$ cat src/rtl/lvs_pkg.sv
// Shared types and constants for the logic vector sequencer.
// State encoding, mode codes and the MISR feedback taps.
package lvs_pkg;

    typedef enum logic [1:0] {
        IDLE,
        APPLY,
        SAMPLE
    } state_e;

    localparam logic [1:0] MODE_COUNT = 2'b00;
    localparam logic [1:0] MODE_WALK  = 2'b01;
    localparam logic [1:0] MODE_LFSR  = 2'b10;

    localparam logic [15:0] MISR_TAPS = 16'hB400;

    function automatic logic misr_fb(input logic [15:0] s);
        return ^(s & MISR_TAPS);
    endfunction

endpackage

$ cat src/rtl/logic_vector_sequencer_if.sv
// Bus between the sequencer and its driver/consumer.
// master drives run control and the block response; slave is the sequencer.
interface logic_vector_sequencer_if #(
    parameter int WIDTH = 6,
    parameter int CNT_W = 8
);
    logic             start;
    logic             abort;
    logic [1:0]       mode;
    logic [WIDTH-1:0] seed;
    logic             dut_out;
    logic [WIDTH-1:0] vec;
    logic             vec_valid;
    logic             sample;
    logic             busy;
    logic             done;
    logic [CNT_W-1:0] ones_count;
    logic [CNT_W-1:0] vec_index;
    logic [15:0]      signature;

    modport master (
        output start, abort, mode, seed, dut_out,
        input  vec, vec_valid, sample, busy, done,
        input  ones_count, vec_index, signature
    );

    modport slave (
        input  start, abort, mode, seed, dut_out,
        output vec, vec_valid, sample, busy, done,
        output ones_count, vec_index, signature
    );
endinterface

$ cat src/rtl/logic_vector_sequencer_misr16.sv
// 16-bit multiple-input signature register with one serial input.
// clr has priority over en so a new run always starts from zero.
module misr16
    import lvs_pkg::*;
(
    input  logic        clk,
    input  logic        reset,
    input  logic        clr,
    input  logic        en,
    input  logic        din,
    output logic [15:0] sig
);

    logic [15:0] sig_q, sig_d;

    always_comb begin
        sig_d = sig_q;
        if (clr) begin
            sig_d = '0;
        end else if (en) begin
            sig_d = {sig_q[14:0], misr_fb(sig_q) ^ din};
        end
    end

    always_ff @(posedge clk or posedge reset) begin
        if (reset) begin
            sig_q <= '0;
        end else begin
            sig_q <= sig_d;
        end
    end

    assign sig = sig_q;

endmodule

$ cat src/rtl/logic_vector_sequencer.sv
// Vector sequencer: applies generated vectors to a combinational block,
// samples its output after a settle window and compacts the responses.
module logic_vector_sequencer
    import lvs_pkg::*;
#(
    parameter int WIDTH       = 6,
    parameter int HOLD_CYCLES = 5,
    parameter int CNT_W       = 8
) (
    input logic clk,
    input logic reset,
    logic_vector_sequencer_if.slave bus
);

    localparam int HW = (HOLD_CYCLES > 1) ? $clog2(HOLD_CYCLES) : 1;
    localparam logic [HW-1:0]    HOLD_LAST = HW'(HOLD_CYCLES - 1);
    localparam logic [CNT_W-1:0] LFSR_LAST = CNT_W'((1 << WIDTH) - 2);
    localparam logic [WIDTH-1:0] VEC_ONE   = WIDTH'(1);
    localparam logic [WIDTH-1:0] WALK_LAST = VEC_ONE << (WIDTH - 1);

    state_e           state_q, state_d;
    logic [HW-1:0]    hold_q, hold_d;
    logic [WIDTH-1:0] vec_q, vec_d;
    logic [1:0]       mode_q, mode_d;
    logic [CNT_W-1:0] ones_q, ones_d;
    logic [CNT_W-1:0] idx_q, idx_d;
    logic             done_q, done_d;
    logic             misr_clr;
    logic             misr_en;
    logic [15:0]      sig;

    function automatic logic [WIDTH-1:0] first_vec(
        input logic [1:0]       m,
        input logic [WIDTH-1:0] s
    );
        unique case (m)
            MODE_WALK: return VEC_ONE;
            MODE_LFSR: return (s == '0) ? VEC_ONE : s;
            default:   return s;
        endcase
    endfunction

    // LFSR taps implement x^6+x^5+1 for the default width
    function automatic logic [WIDTH-1:0] next_vec(
        input logic [1:0]       m,
        input logic [WIDTH-1:0] v
    );
        unique case (m)
            MODE_WALK: return v << 1;
            MODE_LFSR: return {v[WIDTH-2:0], v[WIDTH-1] ^ v[WIDTH-2]};
            default:   return v + VEC_ONE;
        endcase
    endfunction

    function automatic logic last_vec(
        input logic [1:0]       m,
        input logic [WIDTH-1:0] v,
        input logic [CNT_W-1:0] n
    );
        unique case (m)
            MODE_WALK: return v == WALK_LAST;
            MODE_LFSR: return n == LFSR_LAST;
            default:   return &v;
        endcase
    endfunction

    always_comb begin
        state_d  = state_q;
        hold_d   = hold_q;
        vec_d    = vec_q;
        mode_d   = mode_q;
        ones_d   = ones_q;
        idx_d    = idx_q;
        done_d   = done_q;
        misr_clr = 1'b0;
        misr_en  = 1'b0;
        unique case (state_q)
            IDLE: begin
                if (bus.start && !bus.abort) begin
                    state_d  = APPLY;
                    mode_d   = bus.mode;
                    vec_d    = first_vec(bus.mode, bus.seed);
                    hold_d   = '0;
                    ones_d   = '0;
                    idx_d    = '0;
                    done_d   = 1'b0;
                    misr_clr = 1'b1;
                end
            end
            APPLY: begin
                if (bus.abort) begin
                    state_d = IDLE;
                end else if (hold_q == HOLD_LAST) begin
                    state_d = SAMPLE;
                end else begin
                    hold_d = hold_q + HW'(1);
                end
            end
            SAMPLE: begin
                // an abort on the sample edge discards that response
                if (bus.abort) begin
                    state_d = IDLE;
                end else begin
                    misr_en = 1'b1;
                    idx_d   = idx_q + CNT_W'(1);
                    if (bus.dut_out && !(&ones_q)) begin
                        ones_d = ones_q + CNT_W'(1);
                    end
                    if (last_vec(mode_q, vec_q, idx_q)) begin
                        state_d = IDLE;
                        done_d  = 1'b1;
                    end else begin
                        state_d = APPLY;
                        vec_d   = next_vec(mode_q, vec_q);
                        hold_d  = '0;
                    end
                end
            end
            default: state_d = IDLE;
        endcase
    end

    always_ff @(posedge clk or posedge reset) begin
        if (reset) begin
            state_q <= IDLE;
            hold_q  <= '0;
            vec_q   <= '0;
            mode_q  <= MODE_COUNT;
            ones_q  <= '0;
            idx_q   <= '0;
            done_q  <= 1'b0;
        end else begin
            state_q <= state_d;
            hold_q  <= hold_d;
            vec_q   <= vec_d;
            mode_q  <= mode_d;
            ones_q  <= ones_d;
            idx_q   <= idx_d;
            done_q  <= done_d;
        end
    end

    misr16 u_misr (
        .clk   (clk),
        .reset (reset),
        .clr   (misr_clr),
        .en    (misr_en),
        .din   (bus.dut_out),
        .sig   (sig)
    );

    assign bus.vec        = vec_q;
    assign bus.vec_valid  = (state_q != IDLE);
    assign bus.busy       = (state_q != IDLE);
    assign bus.sample     = (state_q == SAMPLE);
    assign bus.done       = done_q;
    assign bus.ones_count = ones_q;
    assign bus.vec_index  = idx_q;
    assign bus.signature  = sig;

endmodule
$ cat src/flat_wrapper.sv
// flat-port wrapper written by rule: the top's interface ports become plain ports
module logic_vector_sequencer_flat import lvs_pkg::*;
#(
    parameter int WIDTH       = 6,
    parameter int HOLD_CYCLES = 5,
    parameter int CNT_W       = 8
)
  (clk, reset, bus_start, bus_abort, bus_mode, bus_seed, bus_dut_out, bus_vec, bus_vec_valid, bus_sample, bus_busy, bus_done, bus_ones_count, bus_vec_index, bus_signature);
  logic_vector_sequencer_if #(.WIDTH(WIDTH), .CNT_W(CNT_W)) bus_i ();
  input logic clk;
  input logic reset;
  input wire logic [$bits(bus_i.start)-1:0] bus_start;
  input wire logic [$bits(bus_i.abort)-1:0] bus_abort;
  input wire logic [$bits(bus_i.mode)-1:0] bus_mode;
  input wire logic [$bits(bus_i.seed)-1:0] bus_seed;
  input wire logic [$bits(bus_i.dut_out)-1:0] bus_dut_out;
  output wire logic [$bits(bus_i.vec)-1:0] bus_vec;
  output wire logic [$bits(bus_i.vec_valid)-1:0] bus_vec_valid;
  output wire logic [$bits(bus_i.sample)-1:0] bus_sample;
  output wire logic [$bits(bus_i.busy)-1:0] bus_busy;
  output wire logic [$bits(bus_i.done)-1:0] bus_done;
  output wire logic [$bits(bus_i.ones_count)-1:0] bus_ones_count;
  output wire logic [$bits(bus_i.vec_index)-1:0] bus_vec_index;
  output wire logic [$bits(bus_i.signature)-1:0] bus_signature;
  assign bus_i.start = bus_start;
  assign bus_i.abort = bus_abort;
  assign bus_i.mode = bus_mode;
  assign bus_i.seed = bus_seed;
  assign bus_i.dut_out = bus_dut_out;
  assign bus_vec = bus_i.vec;
  assign bus_vec_valid = bus_i.vec_valid;
  assign bus_sample = bus_i.sample;
  assign bus_busy = bus_i.busy;
  assign bus_done = bus_i.done;
  assign bus_ones_count = bus_i.ones_count;
  assign bus_vec_index = bus_i.vec_index;
  assign bus_signature = bus_i.signature;
  logic_vector_sequencer #(.WIDTH(WIDTH), .HOLD_CYCLES(HOLD_CYCLES), .CNT_W(CNT_W)) u_core (.clk(clk), .reset(reset), .bus(bus_i));
endmodule
$ cat config.mk
export PLATFORM = sky130hd
export DESIGN_NAME = logic_vector_sequencer_flat
export DESIGN_NICKNAME = d
export VERILOG_FILES = /design/src/rtl/lvs_pkg.sv /design/src/rtl/logic_vector_sequencer_if.sv /design/src/rtl/logic_vector_sequencer_misr16.sv /design/src/rtl/logic_vector_sequencer.sv /design/src/flat_wrapper.sv
export SDC_FILE = /design/constraint.sdc
export NUM_CORES = 1
export LEC_CHECK = 0
export ABC_AREA = 1
export BUFFER_PORTS_ARGS = -buffer_cell sky130_fd_sc_hd__buf_4
export CORE_ASPECT_RATIO = 1.2
export CORE_UTILIZATION = 50
export DETAILED_ROUTE_END_ITERATION = 6
export PLACE_DENSITY = 0.84
export SLEW_MARGIN = 10
export SYNTH_ARGS = -nofsm -noshare
export SYNTH_HDL_FRONTEND = slang
export SYNTH_SLANG_ARGS = --single-unit
$ cat constraint.sdc
create_clock -name clk -period 1.5 [get_ports clk]
set_input_delay 0.225 -clock clk [delete_from_list [all_inputs] [get_ports clk]]
set_output_delay 0.225 -clock clk [all_outputs]
set_load 0.1 [all_outputs]
# Word level (Yosys, flattened, before mapping)
# Index checks and enable logic that the tools add are counted.
# totals
inputBits	13
regBits	46
elab_cells	89
output_inout_bits	42
# classes
bitwise	2
n_reduce_logical	20
n_eq_ne	17
mux	38
add_sub_neg	4
# ops
cell	n
case mux 6 bit (2 select lines)	3
2-to-1 mux 16 bit	2
2-to-1 mux 8 bit	4
case mux 8 bit (2 select lines)	2
2-to-1 mux 6 bit	4
adder 8 x 1 -> 8 bit (second input constant)	2
XOR reduction 16 bit	1
2-to-1 mux 3 bit	5
AND reduction 4 bit	3
AND reduction 6 bit	2
2-to-1 mux 1 bit	10
case mux 3 bit (3 select lines)	1
equality test 8 x 6 -> 1 bit (second input constant)	1
2-to-1 mux 2 bit	4
!= test 2 bit (second input constant)	4
AND reduction 8 bit	1
adder 6 x 1 -> 6 bit (second input constant)	1
equality test 2 x 1 -> 1 bit (second input constant)	3
equality test 2 bit (second input constant)	3
equality test 6 bit (second input constant)	1
logical NOT 6 bit	1
!= test 2 x 1 -> 1 bit (second input constant)	3
case mux 2 bit (3 select lines)	1
nonzero test 2 bit	3
11 further kinds	16

# Longest topological paths before layout
# depth
depth_word	7
depth_mapped	12
mapped_depth_nobuf	12

# By module
# Synthesis repeated with hierarchy kept, for this count alone.
# unflattened
hier_cells	350
area_unflattened_um2	2817.7
# modules_own_cells
module	cells_each	area_each_um2	n_inst
logic_vector_sequencer	277	2078.2	1
misr16	73	739.5	1

# Least setup slack after synthesis
# No wires, ideal clock.
# synth_timing
kind	register to register
from	register u_core.idx_q[0] (netlist: u_core.bus.vec_index[0])
to	register u_core.vec_q[0] (netlist: u_core.bus.vec[0])
setup_slack_ns	-0.639
setup_time_ns	0.120
path_stages_with_launch	13
required_time_ns	1.380
arrival_time_ns	2.019
n_path_buf	0
cell_sequence	dfrtp_1 inv_1 ha_1 nand2_1 nor2_1 nand2_1 nand2_1 nand2_1 nand2_1 nand2_2 nand2_1 nand2_1 nand2_1
# synth_via
elab_chain_len	6
# synth_rtl
item	line	text
start, declared	logic_vector_sequencer.sv:26	logic [CNT_W-1:0] idx_q, idx_d;
start signal, assigned	logic_vector_sequencer.sv:138	idx_q <= idx_d;
equality test 8 x 6 -> 1 bit	logic_vector_sequencer.sv:62	MODE_LFSR: return n == LFSR_LAST;
case mux 1 bit (2 select lines)	logic_vector_sequencer.sv:60	unique case (m)
2-to-1 mux 1 bit	logic_vector_sequencer.sv:101	if (bus.abort) begin
2-to-1 mux 1 bit	logic_vector_sequencer.sv:77	unique case (state_q)
!= test 2 bit (no line)	--	
AND reduction 4 bit (no line)	--	
end signal, assigned	logic_vector_sequencer.sv:135	vec_q <= vec_d;
end, declared	logic_vector_sequencer.sv:23	logic [WIDTH-1:0] vec_q, vec_d;
# No other way between the ends. The select of a mux whose other input is x is not followed.
# A chain may end at the register's enable or synchronous reset.

# Worst setup path after layout
# layout_timing
from	register u_core.mode_q[0]
to	register u_core.vec_q[2] (netlist: u_core.bus.vec[2])
# layout_via
elab_chain_len	6
word_cells_on_any_way	11
classes_between	eq/ne: 3; mux: 7; reduce/logical: 1
# layout_rtl
item	line	text
start, declared	logic_vector_sequencer.sv:24	logic [1:0] mode_q, mode_d;
start signal, assigned	logic_vector_sequencer.sv:136	mode_q <= mode_d;
equality test 2 bit or equality test 2 x 1 -> 1 bit (tied branches)	logic_vector_sequencer.sv:48, logic_vector_sequencer.sv:60	
case mux 1 bit (2 select lines)	logic_vector_sequencer.sv:60	
2-to-1 mux 1 bit	logic_vector_sequencer.sv:101	
2-to-1 mux 1 bit	logic_vector_sequencer.sv:77	
!= test 2 bit (no line)	--	
AND reduction 4 bit (no line)	--	
# Parallel ways exist; a longest one is shown, timed or not. The select of a mux whose other input is x is not followed.

==> summary.txt <==
Timing
  • Max-Slew Margin vs Limit: 65.0%
  • Fin crit share: 110%
  • Final hold slack: between 0.2 and 0.25 ns
  • Slew Limit Fails: 0
  • Final Hold Viols: 0
  • Max Freq: 606 MHz
  • Worst Tran Pin Value: 0.522 ns
  • Setup slack after layout: -0.150 ns
  • Final setup vio count: 16
  • RSZ-0062 raised after global routing: yes
  • Final Skew: around 0.0075 ns
  • Tmin final: 1.65 ns

GRT
  • Global-route wire length before repair: 11000 um
  • Tot GR Track Use: 26.2%
  • Number of global-route vias before repair: roughly 2400
  • Grt total ovfl: 0
  • Antenna violations before repair: 0
  • Largest net degree at the start of global routing: 35

Clocking
  • H-tree levels: 2
  • Clock Root Buffer: clkbuf_8
  • CTS tree: done
  • Clock Latency Late Sink: 0.31 ns
  • Worst-path clk slew: 0.10 ns
  • Num CTS Buffers: 5
  • Clock Sinks: between 40 and 50
  • Clock buffer depth: 2

Worst setup path
  • Slowest CP cell: dfrtp_1
  • WP data required: 1.75 ns
  • RR Startpoint: u_core.mode_q[0]$_DFFE_PP0P_
  • Startpoint Class: flip-flop
  • Worst Setup Path Type: reg2reg
  • Crit path arrival time: 1.90 ns
  • Crit path cell chain: inv_1 -> ha_4 -> clkinv_1 -> buf_4 -> a21oi_2 -> o21ai_0 -> a31oi_1 -> nand3_1 -> nand2_1
  • Critical Path End Type: flip-flop
  • CP delay by family, top: flip-flops
  • WP buf/inv: 3
  • Worst-path maximum fanout: 8
  • Max incr delay on CP: about 0.39 ns
  • Worst Setup SP: u_core.mode_q[0]$_DFFE_PP0P_

Synthesis
  • Most frequent cell after synthesis: nand2_1
  • Ys flop type: dfrtp_1
  • Leading post-synthesis cells by cell area: dfrtp_1, nand2_1, nand3_1, inv_1, ha_1
  • Synth top area share: 42.9%
  • Yosys warns: 0
  • Mux cell area share after synthesis: 0%
  • Compound-gate portion of the synthesized area: 8.63%
  • Post-Synth XOR/XNOR Area: 2.61%
  • EDFF count, synth: 0
  • Post-synthesis instance total: around 350
  • Top cells by count, synth: nand2_1, dfrtp_1, inv_1
  • Yosys top cell by area: dfrtp_1
  • Largest family of logic cells by synthesized area: simple AND/OR/NAND/NOR gates
  • Simple-gate share of the synthesized area: a little under a third
  • Syn Area/Cell: between 7 and 8 um2
  • Register area share after synthesis: between 40% and 50%
  • Post-synthesis register bit count: 46
  • Synth async-reset ratio: 100%
  • Post-Syn Nets: 373
  • Mapped cell area: about 0.0027 mm2
  • Post-synthesis adder-cell area fraction: 6.07%
  • Cell variety after synth: 33

Drt
  • Pre-antenna DRT Iters: 4
  • WL met3: ~360 um
  • Met2 wire length: 3910 um
  • Wl on met1: 3060 um
  • 1st-iter DRT viols: around 180
  • WL final: roughly 7700 um
  • Average vias per placed instance: 5.51
  • Vias after detailed routing: 2753
  • Routed len/inst: 15.3 um
  • Top Layer Used: met4
  • ANT nets after route: 0
  • # DRC: 0

Power and ir drop
  • Seq pwr share: 32.0%
  • Combinational fraction of design power: ~52%
  • P_sw: 2.48 mW
  • PwrDens: 1330 mW/mm2
  • Clock share of power: between 10% and 20%
  • Peak supply drop: around 1.3 mV
  • Leakage power: 1.92 nW
  • Sw Ratio: just under 50%
  • Internal power: approximately 2.7 mW

Run status
  • Status: complete, but fails checks
  • Failing checks: setup timing

Finish
  • Fin cells: 500
  • Nets: 465
  • Syn-to-layout area delta: 44.6%
  • Layout fillers: 319
  • N_diodes: 0
  • Share of layout cells above drive strength 1: 40.9%

Die
  • Die span in y: between 80 and 90 um
  • Core area: 0.00504 mm2
  • Num rows: 28
  • Die width: 68.9 um
  • IO Count: 55
  • Die area: 0.00566 mm2
  • Starting density of the core: a little over half

Worst hold path
  • Hold path start: bus_start
  • Worst Hold Class: in2reg

Job
  • Max-Cap Viols: 0

Placement
  • DP Worst Slack: -0.0601 ns
  • GP Congestion: 0.930
  • Dpl cells: 474
  • Dpl hpwl: 4750 um
  • Number of port buffers: 54
final timing paths:
path,depth (start not counted),slack (ns),endpoint
worst max-delay path,9,-0.15,u_core.bus.vec[2]$_DFFE_PP0P_
worst min-delay path,3,0.22,u_core.state_q[1]$_DFFE_PP0P_
worst max register to register,9,-0.15,u_core.bus.vec[2]$_DFFE_PP0P_
worst min register to register,2,0.52,u_core.u_misr.sig[8]$_DFFE_PP0P_
max in group asynchronous,4,0.54,u_core.bus.ones_count[1]$_DFFE_PP0P_
min in group asynchronous,3,0.44,u_core.state_q[1]$_DFFE_PP0P_
through the flow:
| step | setup TNS, ns | power (mW) | utilization, % | cell area, um2 |
|---|---|---|---|---|
| after global routing | -3.39 | 5.39 | 76.8 | 3880 |
| after CTS | -0.221 | 4.81 | 71.8 | 3620 |
| after detailed placement | -0.440 | 3.81 | 67.1 | 3390 |
| after global placement | -0.118 | 3.77 | 67.1 | 3390 |
| final | -0.949 | 5.14 | 76.8 | 3880 |
| after floorplan | -1.94 | 3.18 | - | 2800 |
power groups by stage:
| stage | sequential [mW] | combinational (mW) | clock, mW |
|---|---|---|---|
| 5_1_grt | 1.67 | 2.81 | 0.910 |
| 6_report | 1.65 | 2.65 | 0.841 |
| 2_1_floorplan | 2.27 | 0.913 | 0 |
| 3_3_place_gp | 1.64 | 2.13 | 0 |
| 3_5_place_dp | 1.64 | 2.17 | 0 |
| 4_1_cts | 1.62 | 2.36 | 0.836 |
tightest hold or removal path, delay by kind of cell:
| family | cells | cell delay (ns) |
|---|---|---|
| AOI/OAI and AO/OA | 1 | 0.12 |
| buffers and inverters | 2 | 0.17 |
final cells by class:
class | count | area (um2) | area share (%)
flip-flops and latches | 46 | 1210 | 31.1
repair inverters | 1 | 7.51 | 0.194
clock buffers | 5 | 68.8 | 1.78
repair buffers | 90 | 763 | 19.7
well taps | 60 | 75.1 | 1.94
multi-input cells | 246 | 1530 | 39.5
inverters | 49 | 196 | 5.07
clock inverters | 3 | 28.8 | 0.742
logic make-up after synthesis:
family,after synthesis
AND/OR/NAND/NOR,183
flip-flops,46
XOR/XNOR,8
buffers and inverters,57
AO/OA/AOI/OAI,40
adder cells (fa/ha/maj),13
cell usage in the layout, fill, tap and decap left out, types with 2 or more instances in the layout:
cell,instances
ha_4,4
clkbuf_8,5
nand2_8,4
dfrtp_2,17
nor2_1,21
nor3_1,4
nand2_1,85
a21oi_1,6
buf_12,5
nand4_1,2
xor2_1,5
xnor2_1,3
nor2_4,3
o21ai_0,12
o21ai_1,3
o22ai_1,5
a21oi_2,3
nand2_4,7
inv_2,3
nand3_2,2
nand3_1,38
o2111ai_1,2
nand2_2,14
buf_6,6
o21ai_2,4
clkinv_1,4
inv_1,38
nor2_2,2
ha_1,8
inv_4,2
nand3_4,2
dfrtp_1,20
clkinvlp_4,3
dfrtp_4,9
buf_4,78
sequential cells by signal (all words and copies together) (netlist names):
name and count:
u_core.bus.vec_index 8, u_core.hold_q 3, u_core.mode_q 2, u_core.u_misr.sig 16
u_core.bus.ones_count 8, u_core.bus.vec 6, u_core.state_q 2, u_core.bus.done 1
routing by layer:
layer  vias to the layer above  global-route usage [%]
met4                         0                    10.6
met1                      1311                    31.6
met2                       112                    44.8
li1                       1296                       -
met3                        34                    5.36
met5                         -                       0
timing repair:
item / CTS / global route
endpoints found under the setup margin: 13 / 35
pin swaps: 1 / 21
hold buffers: 1 / 0
gates cloned: 0 / 3
buffers inserted: 5 / 9
resized for setup: 23 / 41
endpoints found under the hold margin: 12 / 0
Note: power is estimated with default switching activity, not from simulation.
